$ cat config.mk
export PLATFORM = sky130hd
export DESIGN_NAME = rgb_sram_pixel_fetch
export DESIGN_NICKNAME = d
export VERILOG_FILES = /design/src/rtl/rgb_sram_pixel_fetch.sv
export SDC_FILE = /design/constraint.sdc
export NUM_CORES = 1
export LEC_CHECK = 0
export BUFFER_PORTS_ARGS = -buffer_cell sky130_fd_sc_hd__buf_2
export CORE_MARGIN = 5
export CORE_UTILIZATION = 36
export DETAILED_ROUTE_END_ITERATION = 6
export SYNTH_ARGS = -nofsm -noshare
export SYNTH_HDL_FRONTEND = slang
export SYNTH_SLANG_ARGS = --single-unit
$ cat constraint.sdc
create_clock -name Clock -period 10.02 [get_ports Clock]
set_input_delay 2.004 -clock Clock [delete_from_list [all_inputs] [get_ports Clock]]
set_output_delay 2.004 -clock Clock [all_outputs]
set_load 0.01 [all_outputs]
$ cat src/rtl/rgb_sram_pixel_fetch.sv
// RGB SRAM pixel fetch: reads the packed RGB frame (3 words per pixel pair) from SRAM,
// unpacks it into 24-bit pixels and streams them through a small FWFT FIFO with a
// valid/ready handshake.
// Optional build macro RGB_FETCH_UNDERRUN_CNT_EN adds the Underrun_count output.
module rgb_sram_pixel_fetch #(
  parameter logic [17:0] RGB_BASE   = 18'd146944,
  parameter logic [16:0] NUM_PIXELS = 17'd76800,
  parameter int unsigned FIFO_DEPTH = 8
) (
  input  logic        Clock,
  input  logic        Reset,
  input  logic        Enable,
  output logic [17:0] SRAM_address,
  input  logic [15:0] SRAM_read_data,
  output logic        SRAM_we_n,
  output logic [7:0]  Pixel_R,
  output logic [7:0]  Pixel_G,
  output logic [7:0]  Pixel_B,
  output logic        Pixel_valid,
  input  logic        Pixel_ready,
  output logic        Pixel_last,
  output logic        Busy,
`ifdef RGB_FETCH_UNDERRUN_CNT_EN
  output logic [15:0] Underrun_count,
`endif
  output logic        Done
);

  localparam int unsigned PTR_W = $clog2(FIFO_DEPTH);
  localparam int unsigned CNT_W = PTR_W + 1;
  localparam int unsigned SUM_W = CNT_W + 1;
  localparam logic [16:0] LAST_WORD  = 17'((3 * int'(NUM_PIXELS)) / 2 - 1);
  localparam logic [16:0] LAST_PIXEL = NUM_PIXELS - 17'd1;

  typedef enum logic [1:0] {S_IDLE, S_ISSUE, S_DRAIN, S_DONE} state_t;

  state_t state_q, state_d;
  logic [17:0] addr_q, addr_d;
  logic [16:0] word_cnt_q, word_cnt_d;
  logic [1:0]  phase_q, phase_d;
  logic [16:0] pop_cnt_q, pop_cnt_d;
  logic        busy_q, busy_d;
  logic [CNT_W-1:0] resv_q, resv_d;
  logic        issue, start_trip, credit_ok;
  logic [SUM_W-1:0] occ_sum;

  // Read-tag pipeline: two stages line up with the SRAM's two-cycle read latency
  logic [1:0]  tag_vld_q;
  logic [1:0]  tag_idx0_q, tag_idx1_q;
  logic [15:0] r0g0_q;
  logic [7:0]  r1_q;
  logic        push, pop;
  logic [23:0] push_data;

  logic [23:0]      fifo_mem [FIFO_DEPTH];
  logic [PTR_W-1:0] head_q, tail_q;
  logic [CNT_W-1:0] count_q, count_d;

  // Pixels already in the FIFO plus those owed by in-flight triplets must leave room for 2 more
  assign occ_sum   = SUM_W'(count_q) + SUM_W'(resv_q) + SUM_W'(2);
  assign credit_ok = occ_sum <= SUM_W'(FIFO_DEPTH);

  assign pop         = Pixel_valid && Pixel_ready;
  assign Pixel_valid = count_q != '0;
  assign Pixel_last  = Pixel_valid && (pop_cnt_q == LAST_PIXEL);
  assign {Pixel_R, Pixel_G, Pixel_B} = fifo_mem[head_q];
  assign SRAM_address = addr_q;
  assign SRAM_we_n    = 1'b1;
  assign Busy         = busy_q;
  assign Done         = state_q == S_DONE;

  // Next-state and issue control
  always_comb begin
    state_d    = state_q;
    addr_d     = addr_q;
    word_cnt_d = word_cnt_q;
    phase_d    = phase_q;
    busy_d     = busy_q;
    pop_cnt_d  = pop ? pop_cnt_q + 17'd1 : pop_cnt_q;
    issue      = 1'b0;
    start_trip = 1'b0;
    case (state_q)
      S_IDLE: begin
        if (Enable) begin
          state_d    = S_ISSUE;
          busy_d     = 1'b1;
          addr_d     = RGB_BASE;
          word_cnt_d = '0;
          phase_d    = '0;
          pop_cnt_d  = '0;
        end
      end
      S_ISSUE: begin
        // Credit is only checked at w0 so a triplet is never split
        if (phase_q != 2'd0 || credit_ok) begin
          issue      = 1'b1;
          start_trip = phase_q == 2'd0;
          addr_d     = addr_q + 18'd1;
          word_cnt_d = word_cnt_q + 17'd1;
          phase_d    = (phase_q == 2'd2) ? 2'd0 : phase_q + 2'd1;
          if (word_cnt_q == LAST_WORD) state_d = S_DRAIN;
        end
      end
      S_DRAIN: begin
        if (pop && pop_cnt_q == LAST_PIXEL) state_d = S_DONE;
      end
      S_DONE: begin
        busy_d  = 1'b0;
        addr_d  = RGB_BASE;
        state_d = S_IDLE;
      end
      default: state_d = S_IDLE;
    endcase
  end

  // Control state registers
  always_ff @(posedge Clock or posedge Reset) begin
    if (Reset) begin
      state_q    <= S_IDLE;
      addr_q     <= RGB_BASE;
      word_cnt_q <= '0;
      phase_q    <= '0;
      pop_cnt_q  <= '0;
      busy_q     <= 1'b0;
    end else begin
      state_q    <= state_d;
      addr_q     <= addr_d;
      word_cnt_q <= word_cnt_d;
      phase_q    <= phase_d;
      pop_cnt_q  <= pop_cnt_d;
      busy_q     <= busy_d;
    end
  end

  // Read-return unpack: w1 and w2 each complete one pixel
  always_comb begin
    push      = tag_vld_q[1] && (tag_idx1_q != 2'd0);
    push_data = (tag_idx1_q == 2'd1) ? {r0g0_q, SRAM_read_data[15:8]}
                                     : {r1_q, SRAM_read_data};
  end

  // Tag pipeline and partial-pixel latches
  always_ff @(posedge Clock or posedge Reset) begin
    if (Reset) begin
      tag_vld_q  <= '0;
      tag_idx0_q <= '0;
      tag_idx1_q <= '0;
      r0g0_q     <= '0;
      r1_q       <= '0;
    end else begin
      tag_vld_q  <= {tag_vld_q[0], issue};
      tag_idx0_q <= phase_q;
      tag_idx1_q <= tag_idx0_q;
      if (tag_vld_q[1] && tag_idx1_q == 2'd0) r0g0_q <= SRAM_read_data;
      if (tag_vld_q[1] && tag_idx1_q == 2'd1) r1_q   <= SRAM_read_data[7:0];
    end
  end

  // Pixels reserved by triplets in flight, and FIFO occupancy
  always_comb begin
    resv_d = resv_q;
    if (start_trip) resv_d = resv_d + CNT_W'(2);
    if (push)       resv_d = resv_d - CNT_W'(1);
    case ({push, pop})
      2'b10:   count_d = count_q + CNT_W'(1);
      2'b01:   count_d = count_q - CNT_W'(1);
      default: count_d = count_q;
    endcase
  end

  // FIFO pointers and counters
  always_ff @(posedge Clock or posedge Reset) begin
    if (Reset) begin
      resv_q  <= '0;
      count_q <= '0;
      head_q  <= '0;
      tail_q  <= '0;
    end else begin
      resv_q  <= resv_d;
      count_q <= count_d;
      if (push) tail_q <= tail_q + PTR_W'(1);
      if (pop)  head_q <= head_q + PTR_W'(1);
    end
  end

  // FIFO storage; contents are don't-care while empty so no reset
  always_ff @(posedge Clock) begin
    if (push) fifo_mem[tail_q] <= push_data;
  end

`ifdef RGB_FETCH_UNDERRUN_CNT_EN
  logic [15:0] underrun_q;
  assign Underrun_count = underrun_q;

  // Saturating count of cycles the consumer was ready but starved while fetching
  always_ff @(posedge Clock or posedge Reset) begin
    if (Reset) begin
      underrun_q <= '0;
    end else if (state_q == S_IDLE && Enable) begin
      underrun_q <= '0;
    end else if (busy_q && state_q != S_DRAIN && state_q != S_DONE && Pixel_ready &&
                 !Pixel_valid && underrun_q != 16'hFFFF) begin
      underrun_q <= underrun_q + 16'd1;
    end
  end
`endif

endmodule
==> run metrics <==
status=completed; Final Max Slew Viols=0; Core Rows=68; sequential-to-total area share from yosys stat=65.6%; # setup viols final=0; startpoint types=flip-flop; Crit path arrival time=2690 ps; CP max FO=50; maximum buffer depth of the clock tree=3; DRC Markers=0; Tightest Pin Transition=1030 ps; die area=39000 um2; first-pass GRT wire length=42300 um; Hold Crit Endpoint=tag_idx1_q[1]$_DFF_PP0_; maximum VDD drop=0.196 mV; CP Class=flip-flop to output pin; syn_nets=843; total routed wirelength=26100 um; min-delay worst type=flip-flop to flip-flop; initial DRC count=421; commonest non-fill, non-tap cell in the layout=edfxtp_1; Hold Buf Count CTS=0; CTS tree=built; final setup TNS=0 ps; min-delay src=tag_idx0_q[1]$_DFF_PP0_; Tot GR Track Use=13.7%; Critical Path RT=8020 ps; Setup crit end kind=output pin; Yosys warning count=0; Boundary Pins=67; post-CTS setup buffers=0; R2R Path End=word_cnt_q[11]$_DFFE_PP0P_; Mapped Area=12700 um2; WHS Path Cells=0; Post-synth EDFFs=192; Clk pin slew, worst setup/hold paths=60 ps; Final HPWL DP=15400 um; die width=198 um; count of max-cap constraint violations=0; Mapped Cells=800; commonest cells after routing, fill and taps aside=edfxtp_1 (192), dfrtp_1 (93), mux2_2 (73); Worst Clk Skew=24.0 ps; vias in the first global route=7538; RR Startpoint=count_q[1]$_DFFE_PP0P_; Power Total=0.00490 W; wire length per cell=19.1 um; share of layout cells above drive strength 1=31.2%; worst reg-to-reg path cell count=10; RSZ-0062 raised after global routing=no; Final Hold Fails=0; fillers=3124; Vias=7133; Period minus WS final=4690 ps; initial antenna violation count=2; TritonRoute pass-1 iters=5; Layout area overhead=16.1%; syn_area_per_cell=15.8 um2; prevailing post-synth register cell=edfxtp_1; Port Buffers=65; final net count=924; Worst-Skew Late Latency=510 ps; Synth Register Bits=293; largest net degree at the start of global routing=60; ratio of total power to cell area=333 nW/um2; Post-CTS Resized=0; fmax=213 MHz; R2R setup slack=6670 ps; library cells used by synthesis=64; grt ovf=0; RePlAce Congestion=0.751; chip height=198 um; htree depth=2; Initial Utilization=36.6%; Final Cycle Share=46.8%; Via density=5.23; Async S/R FF share, synth=34.5%; clock tree sinks=293; core area=34600 um2; root buf cell=clkbuf_16; Static Leak=5.37 nW; total CTS buffers=34; Routed Antenna Nets=0; relative slew slack=31.0%
cells by family after synthesis:
| family | share of synthesized area (%) |
|---|---|
| adders and majority gates | 2.39 |
| xor gates and xnor gates | 2.08 |
| buffers and inverters | 1.84 |
| DFF | 65.6 |
| other | 0.0296 |
| AOI/OAI and AO/OA | 4.60 |
| muxes | 15.5 |
| and+or+nand+nor | 7.99 |
flip-flops by register name, indices dropped and copies added (netlist names), 3 cells and up:
name	cells
word_cnt_q	17
pop_cnt_q	17
tail_q	3
count_q	4
fifo_mem	192
resv_q	4
head_q	3
r0g0_q	16
SRAM_address	18
r1_q	8
cells in the mapped netlist, types with 6 or more instances:
cell      instances  share of area (%)
edfxtp_1        192                 46
dfrtp_1          95                 19
mux2_2           73                6.5
mux4_2           48                8.5
nand2_1          44                1.3
nor2_1           31               0.92
a21oi_1          22               0.87
ha_1             21                2.1
inv_1            20               0.59
o21ai_0          20               0.79
xor2_1           20                1.4
clkbuf_1         19               0.56
nand3_1          19               0.75
nand4_1          13               0.64
nor3_1           12               0.47
o31ai_1          11               0.65
or4_1            11               0.65
and4_1           10               0.69
xnor2_1          10               0.69
and3_1            9               0.44
buf_2             9               0.36
and2_1            8               0.40
dfstp_2           6                1.2
final cells by class:
cell class	count	area [um2]	area share [%]
Antenna cell	2	5.00	0.0340
Tap cell	455	569	3.87
Sequential cell	293	8310	56.5
Clock buffer	43	936	6.36
Inverter	21	81.3	0.553
Clock inverter	19	201	1.37
Multi-Input combinational cell	451	4170	28.4
Timing Repair Buffer	80	438	2.98
power by group:
group	switching [W]	internal, W	total (W)
sequential	0.000218	0.00172	0.00193
clock	0.000485	0.000745	0.00123
combinational	0.000970	0.000762	0.00173
through the flow:
step / instances / utilization (%) / cell area (um2) / setup slack, ps / hold WS (ps)
6_report: 1364 / 42.5 / 14700 / 5330 / 319
5_1_grt: 1364 / 42.5 / 14700 / 5130 / 325
4_1_cts: 1362 / 42.5 / 14700 / 5240 / 315
3_5_place_dp: 1300 / 39.2 / 13600 / 5780 / 335
3_3_place_gp: 1300 / 39.2 / 13600 / 5800 / 333
2_1_floorplan: 800 / - / 12700 / 5380 / 331
routing by layer:
layer | global-route usage (%) | vias to the layer above | wire length, um
met5 | 0 | - | 0
met4 | 3.72 | 0 | 459
met3 | 2.73 | 40 | 1400
met2 | 22.5 | 167 | 12600
met1 | 18.6 | 3648 | 11600
li1 | - | 3278 | -
worst max path at each step:
stage,slack [ps],startpoint,cells after the start,to
2_1_floorplan,5380,Reset,1,Busy$_DFFE_PP0P_
3_3_place_gp,5800,head_q[0]$_DFFE_PP0P_,3,Pixel_G[5]
3_5_place_dp,5780,head_q[0]$_DFFE_PP0P_,3,Pixel_G[5]
4_1_cts,5240,head_q[0]$_DFFE_PP0P_,3,Pixel_G[5]
5_1_grt,5130,head_q[0]$_DFFE_PP0P_,3,Pixel_G[5]
6_report,5330,head_q[0]$_DFFE_PP0P_,3,Pixel_G[5]
worst max-delay path: stages, from the launching register on:
cell	delay, ps
dfrtp_4	1100
mux4_2	600
mux2_2	300
buf_2	150
(Power assumes the default switching activity.)
